$ cat config.mk
export PLATFORM = sky130hd
export DESIGN_NAME = trigger_capture
export DESIGN_NICKNAME = d
export VERILOG_FILES = /design/src/rtl/osc_pkg.sv /design/src/rtl/trig_edge_detect.sv /design/src/rtl/trigger_capture.sv
export SDC_FILE = /design/constraint.sdc
export NUM_CORES = 1
export LEC_CHECK = 0
export CAP_MARGIN = 30
export CORE_MARGIN = 2
export CORE_UTILIZATION = 40
export DETAILED_ROUTE_END_ITERATION = 7
export GPL_ROUTABILITY_DRIVEN = 0
export PLACE_DENSITY_LB_ADDON = 0.1
export SYNTH_ARGS = -nofsm -noshare
export SYNTH_HDL_FRONTEND = slang
export SYNTH_SLANG_ARGS = --single-unit
$ cat constraint.sdc
create_clock -name clk_i -period 4.15 [get_ports clk_i]
set_clock_uncertainty 0.15 [all_clocks]
set_input_delay 0.6225 -clock clk_i [delete_from_list [all_inputs] [get_ports clk_i]]
set_output_delay 0.6225 -clock clk_i [all_outputs]
set_load 0.03 [all_outputs]
$ cat src/rtl/osc_pkg.sv
// Shared definitions for the oscilloscope capture path (trigger stage and FIFO blocks).
package osc_pkg;

   localparam int DATA_SIZE_DEF = 4;
   localparam int ADDR_SIZE_DEF = 3;

   typedef enum logic [1:0] {
      IDLE    = 2'd0,
      ARMED   = 2'd1,
      CAPTURE = 2'd2,
      DONE    = 2'd3
   } state_t;

endpackage

$ cat src/rtl/trig_edge_detect.sv
// Threshold-crossing detector: remembers the previous valid sample while enabled
// and flags a rising (or, when falling_i is set, falling) crossing of threshold_i.
module trig_edge_detect #(
   parameter int DATA_SIZE = 4
) (
   input  logic                 clk_i,
   input  logic                 rst_i,
   input  logic                 clear_i,
   input  logic                 enable_i,
   input  logic [DATA_SIZE-1:0] sample_i,
   input  logic                 sample_valid_i,
   input  logic [DATA_SIZE-1:0] threshold_i,
   input  logic                 falling_i,
   output logic                 trigger_o
);

   logic [DATA_SIZE-1:0] prev;
   logic                 prev_valid;
   logic                 rise_hit;
   logic                 fall_hit;

   // Track the previous valid sample; a clear makes the next sample a fresh start.
   always_ff @(posedge clk_i or posedge rst_i) begin
      if (rst_i) begin
         prev       <= '0;
         prev_valid <= 1'b0;
      end else if (clear_i) begin
         prev       <= '0;
         prev_valid <= 1'b0;
      end else if (enable_i && sample_valid_i) begin
         prev       <= sample_i;
         prev_valid <= 1'b1;
      end
   end

   assign rise_hit  = (prev < threshold_i) && (sample_i >= threshold_i);
   assign fall_hit  = (prev >= threshold_i) && (sample_i < threshold_i);
   assign trigger_o = enable_i && sample_valid_i && prev_valid &&
                      (falling_i ? fall_hit : rise_hit);

endmodule

$ cat src/rtl/trigger_capture.sv
// Trigger and capture front end of the sample FIFO: waits for a threshold crossing,
// then writes CAPTURE_LEN decimated samples into the FIFO write port.
// Optional feature macro TRIG_SLOPE_EN adds trig_falling_i for falling-edge triggers.
//
//   state   | meaning
//   --------+------------------------------------------------------------
//   IDLE    | nothing in progress, waiting for arm_i
//   ARMED   | watching the sample stream for a threshold crossing
//   CAPTURE | keeping 1 of every decim+1 samples until the record is full
//   DONE    | record complete, waiting for a re-arm
module trigger_capture
   import osc_pkg::*;
#(
   parameter int DATA_SIZE   = DATA_SIZE_DEF,
   parameter int CAPTURE_LEN = 8,
   parameter int DECIM_W     = 4
) (
   input  logic                 clk_i,
   input  logic                 rst_i,
   input  logic [DATA_SIZE-1:0] sample_i,
   input  logic                 sample_valid_i,
   input  logic [DATA_SIZE-1:0] threshold_i,
   input  logic [DECIM_W-1:0]   decim_i,
   input  logic                 arm_i,
   input  logic                 abort_i,
   input  logic                 fifo_full_i,
`ifdef TRIG_SLOPE_EN
   input  logic                 trig_falling_i,
`endif
   output logic [DATA_SIZE-1:0] w_data_o,
   output logic                 w_inc_o,
   output logic                 armed_o,
   output logic                 busy_o,
   output logic                 done_o,
   output logic                 overflow_o
);

   localparam int LEN_W = $clog2(CAPTURE_LEN + 1);

   state_t             state;
   state_t             next_state;
   logic [DECIM_W-1:0] decim_cnt;
   logic [DECIM_W-1:0] decim_hold;
   logic [LEN_W-1:0]   len_cnt;
   logic [LEN_W-1:0]   len_inc;
   logic               keep;
   logic               arm_enter;
   logic               trigger;
   logic               falling_sel;

`ifdef TRIG_SLOPE_EN
   logic falling_q;

   // Slope selection is latched when the trigger is armed.
   always_ff @(posedge clk_i or posedge rst_i) begin
      if (rst_i)          falling_q <= 1'b0;
      else if (arm_enter) falling_q <= trig_falling_i;
   end

   assign falling_sel = falling_q;
`else
   assign falling_sel = 1'b0;
`endif

   trig_edge_detect #(
      .DATA_SIZE (DATA_SIZE)
   ) u_edge (
      .clk_i          (clk_i),
      .rst_i          (rst_i),
      .clear_i        (arm_enter),
      .enable_i       (state == ARMED),
      .sample_i       (sample_i),
      .sample_valid_i (sample_valid_i),
      .threshold_i    (threshold_i),
      .falling_i      (falling_sel),
      .trigger_o      (trigger)
   );

   assign len_inc = len_cnt + LEN_W'(1);

   // FSM state register.
   always_ff @(posedge clk_i or posedge rst_i) begin
      if (rst_i) state <= IDLE;
      else       state <= next_state;
   end

   // Next state and the keep decision; abort overrides everything, including a pending write.
   always_comb begin
      next_state = state;
      keep       = 1'b0;
      arm_enter  = 1'b0;
      case (state)
         IDLE:    if (arm_i) next_state = ARMED;
         ARMED:   if (trigger) begin
                     keep       = 1'b1;
                     next_state = CAPTURE;
                  end
         CAPTURE: if (sample_valid_i && (decim_cnt == '0)) keep = 1'b1;
         DONE:    if (arm_i) next_state = ARMED;
         default: next_state = IDLE;
      endcase
      if (keep && (len_inc == LEN_W'(CAPTURE_LEN))) next_state = DONE;
      if (abort_i) begin
         next_state = IDLE;
         keep       = 1'b0;
      end
      arm_enter = (next_state == ARMED) && (state != ARMED);
   end

   // Write register, counters and sticky overflow; a dropped sample still counts toward the record.
   always_ff @(posedge clk_i or posedge rst_i) begin
      if (rst_i) begin
         w_inc_o    <= 1'b0;
         w_data_o   <= '0;
         overflow_o <= 1'b0;
         decim_cnt  <= '0;
         decim_hold <= '0;
         len_cnt    <= '0;
      end else begin
         w_inc_o <= keep && !fifo_full_i;
         if (keep && !fifo_full_i) w_data_o <= sample_i;
         if (arm_enter) begin
            overflow_o <= 1'b0;
            decim_cnt  <= '0;
            len_cnt    <= '0;
         end else begin
            if (keep) begin
               len_cnt <= len_inc;
               if (fifo_full_i) overflow_o <= 1'b1;
            end
            if ((state == ARMED) && keep) begin
               decim_hold <= decim_i;
               decim_cnt  <= (decim_i == '0) ? '0 : DECIM_W'(1);
            end else if ((state == CAPTURE) && sample_valid_i) begin
               decim_cnt  <= (decim_cnt == decim_hold) ? '0 : decim_cnt + DECIM_W'(1);
            end
         end
      end
   end

   assign armed_o = (state == ARMED);
   assign busy_o  = (state == CAPTURE);
   assign done_o  = (state == DONE);

endmodule

; Word level (Yosys, flattened, before mapping)
; Index checks and enable logic that the tools add are counted.
[op_classes]
eq_ne = 7
bitwise_logic = 1
n_mux = 23
magnitude_cmp = 2
n_addsub = 2
reduce_logical = 21
[ops]
columns = operator, count
row1 = two-way mux 4 bit, 8
row2 = logical AND 1 bit, 10
row3 = two-way mux 1 bit, 9
row4 = adder 4 x 1 -> 4 bit (second input constant), 2
row5 = zero test 4 bit, 2
row6 = two-way mux 2 bit, 4
row7 = nonzero test 2 bit, 3
row8 = equality test 2 x 1 -> 1 bit (second input constant), 2
row9 = equality test 2 bit (second input constant), 2
row10 = equality test 4 bit, 1
row11 = equality test 4 bit (second input constant), 1
row12 = greater-or-equal comparator 4 bit, 1
row13 = less-than comparator 4 bit, 1
row14 = case mux 2 bit (2 select lines), 1
row15 = AND reduction 2 bit, 2
row16 = nonzero test 3 bit, 1
row17 = zero test 2 bit, 1
row18 = != test 2 x 1 -> 1 bit (second input constant), 1
row19 = case mux 1 bit (2 select lines), 1
row20 = OR reduction 2 bit, 1
row21 = zero test 1 bit, 1
row22 = NOT 1 bit, 1
[word_totals]
in_bits = 18
out_inout_bits = 9
reg_bits = 25
elab_cells = 65

; Depth between registers and ports, before layout
[logic_depth]
depth_word = 13
mapped_depth = 9

; Hierarchy
; Synthesis repeated with hierarchy kept, for this count alone.
[unflattened]
cells_unflattened = 163
area_unflattened_um2 = 1662.8
[by_module_without_submodules]
columns = module, area_each_um2, cells_per_inst, instances
row1 = trigger_capture, 1247.4, 114, 1
row2 = trig_edge_detect, 415.4, 49, 1

; Worst setup path before layout
; Ideal clock, no wire load.
[synth_timing]
path_kind = input -> register
startpoint = input threshold_i[3]
endpoint = register w_data_o[0]
cell_stages = 9
setup_ns = 0.127
path_slack_ns = 1.509
t_arrival_ns = 2.364
path_cell_list = inv_1 > ha_1 > o2bb2ai_1 > nor4b_4 > nand3_4 > a21oi_2 > and2b_1 > buf_4 > mux2_1
[synth_via]
elab_chain_len = 7
[synth_rtl]
columns = item, line_no
row1 = from (decl), trigger_capture.sv:22  ; input logic [DATA_SIZE-1:0] threshold_i,
row2 = less-than comparator 4 bit or greater-or-equal comparator 4 bit (tied branches), trig_edge_detect.sv:36  ; assign rise_hit = (prev < threshold_i) && (sample_i >= threshold_i);
row3 = logical AND 1 bit *, trig_edge_detect.sv:36
row4 = logical AND 1 bit *, trig_edge_detect.sv:38  ; assign trigger_o = enable_i && sample_valid_i && prev_valid &&
row5 = two-way mux 1 bit *, trigger_capture.sv:94  ; ARMED: if (trigger) begin
row6 = case mux 1 bit (2 select lines) *, trigger_capture.sv:92  ; case (state)
row7 = two-way mux 1 bit *, trigger_capture.sv:103  ; if (abort_i) begin
row8 = logical AND 1 bit *, trigger_capture.sv:121  ; if (keep && !fifo_full_i) w_data_o <= sample_i;
row9 = to (signal assigned), trigger_capture.sv:121
row10 = to (decl), trigger_capture.sv:30  ; output logic [DATA_SIZE-1:0] w_data_o,
; Every way passes the cells marked *; elsewhere a longest branch is shown, timed or not.
; A chain may end at the register's enable or synchronous reset.

; Final worst setup path
[layout_timing]
startpoint = input threshold_i[3]
endpoint = register w_data_o[1]
; The elaborated chain is that of the path after synthesis.

==> reports/results.ini <==
[timing]
hold_viol=0
rsz0062_at_grt=false
fmax_mhz=334
slew_violations=0
setup_viol=0
final.setup.tns_ns=0
whs_ns=0.350
fin_crit_ns=3.00
worstMarginPinSlew_ns=0.728
finalCritPeriodShare=0.722
setup_ws_ns=1.15
slew_headroom=0.510

[routing]
drc=0
firstDrtPassIters=4
ant_nets=0
dr_total_vias=1178
vias_per_cell=5.19
routed_wl_microns=3050
wl_per_cell_microns=13.4
drtIter0Drc=96

[clock_network]
cts_tree=done
cts_sinks=25
cts_resized=0
ctsHoldBuffers=0
cts_max_level=1
clock_latency_ns=0.27
numCtsBuffers=3
clockBufferDepth=2
clk_pin_slew_worst_paths_ns=0.09
root_buffer=clkbuf_8
post_cts_buffers=0

[synth]
synthCells=150
synth_largest_area_cell=dfrtp_1
synth_area_sq_mm=0.00153
synth.avg_cell_area_sq_um=10.2
syn-num-nets=182
yosysUniqueCellTypes=37
synth_edf_count=0
synthTopCellsByCount=25 x dfrtp_1, 15 x nor2_1, 14 x ha_1
synth_ff_type=dfrtp_1
yosysMostFrequentCell=dfrtp_1
async_reset_ff_frac=1.00
synth-seq-cells=25
yosysSeqAreaShare=0.408
synth_top_area_frac=0.408
synth_warnings=0
synth.area.top_cells=dfrtp_1 41%, ha_1 11%, nor2_1 3.7%, a21oi_2 3.4%, a21oi_1 2.9%

[floorplan]
placementRows=22
dieHeight_microns=65.9
coreArea_sq_mm=0.00366
initial_utilization=0.419
die_area_sq_mm=0.00434
pin_count=27
die_w_microns=65.9

[critical_path]
arrival_ns=3.00
startpoint_type=input pin
criticalPathCategory=in2reg
cp-end-kind=flip-flop
cp.required_ns=4.15
crit_fanout=7

[finish]
synthToLayoutAreaGrowth_pct=24.7
antennaDiodeCount=0
nets=212
drive_gt1_frac=0.123

[place]
port_buffers=26
dp_slack_ns=0.837
hpwl_microns=2360

[power_and_ir_drop]
power.density_mw_per_mm2=283
peakVddDrop_v=0.000162
p_leak_nw=0.862

[global_route]
grt_pass1_wl_microns=5620
antenna_found_initial=0
grt_max_degree=21
grtUsageTotal=0.167
grt_pass1_vias=1215
grt.overflow.total=0

[run_status]
outcome=finished clean

[min_path]
hold_path_class=reg2reg

[run]
cap_violations=0

## state kept, by name (all words and copies together), names as in the netlist
register / count
u_edge.prev_valid: 1
decim_cnt: 4
overflow_o: 1
w_data_o: 4
decim_hold: 4
state: 2
u_edge.prev: 4
len_cnt: 4
w_inc_o: 1
## worst max-delay path, stage by stage
cell	delay, ns
clkdlybuf4s50_1	0.45
inv_1	0.05
ha_1	0.30
o2bb2ai_1	0.16
nor4b_4	0.30
nand3_4	0.17
a21oi_2	0.28
and2b_1	0.30
mux2_1	0.35
## cells in the final DEF (no fill, tap or decap), drive strengths merged, types with 4 or more instances in the layout
| cell type | n |
|---|---|
| clkdlybuf4s50 | 26 |
| dfrtp | 25 |
| nor2 | 15 |
| a21oi | 15 |
| ha | 14 |
| inv | 12 |
| nand2 | 11 |
| nand3 | 8 |
| mux2 | 8 |
| a211oi | 6 |
| nor3 | 5 |
| xor2 | 4 |
## through the flow
step	utilization	instance area [sq um]	cells	power, mW
floorplan	-	1530	150	0.354
global placement	0.502	1840	222	0.394
detailed placement	0.510	1870	223	0.400
CTS	0.522	1910	227	0.549
global route	0.522	1910	227	0.578
finish	0.522	1910	227	0.541
## per-layer routing
metal  up-vias  global-route usage  wire, microns
met4         0              0.0469             22
met1       570               0.221           1380
li1        591                   -              -
met5         -                   0              0
met2        15               0.280           1560
met3         2              0.0273             89
## report_power, final
group | switching, mW | internal (mW) | total, mW
logic | 0.0634 | 0.0568 | 0.120
clock network | 0.0794 | 0.0672 | 0.147
registers | 0.0143 | 0.260 | 0.274
## cell families after synthesis
| logic type | Yosys count | share of synthesized area |
|---|---|---|
| AND/OR/NAND/NOR | 52 | 0.191 |
| AO/OA/AOI/OAI | 28 | 0.137 |
| flip-flops | 25 | 0.408 |
| buffers and inverters | 15 | 0.0441 |
| adder cells (fa/ha/maj) | 14 | 0.114 |
| multiplexers | 9 | 0.0653 |
| XOR/XNOR | 7 | 0.0400 |
## cell type report
type | instances | area (sq um)
Multi-Input combinational cell | 110 | 840
Clock buffer | 3 | 41.3
Clock inverter | 1 | 5.00
Fill cell | 355 | 1750
Timing Repair Buffer | 28 | 295
Inverter | 12 | 45.0
Sequential cell | 25 | 626
Tap cell | 48 | 60.1
## worst paths after layout
| path | from | slack (ns) | to | cells past startpoint |
|---|---|---|---|---|
| min | w_data_o[3]$_DFFE_PP0P_ | 0.35 | w_data_o[3]$_DFFE_PP0P_ | 1 |
| min in group asynchronous | rst_i | 0.45 | w_inc_o$_DFF_PP0_ | 2 |
| max reg2reg | state[1]$_DFF_PP0_ | 1.40 | w_data_o[1]$_DFFE_PP0P_ | 8 |
| max | threshold_i[3] | 1.15 | w_data_o[1]$_DFFE_PP0P_ | 9 |
| max in group asynchronous | rst_i | 3.00 | decim_cnt[2]$_DFFE_PP0P_ | 3 |
| min reg2reg | w_data_o[3]$_DFFE_PP0P_ | 0.35 | w_data_o[3]$_DFFE_PP0P_ | 1 |
(Power assumes the default switching activity.)
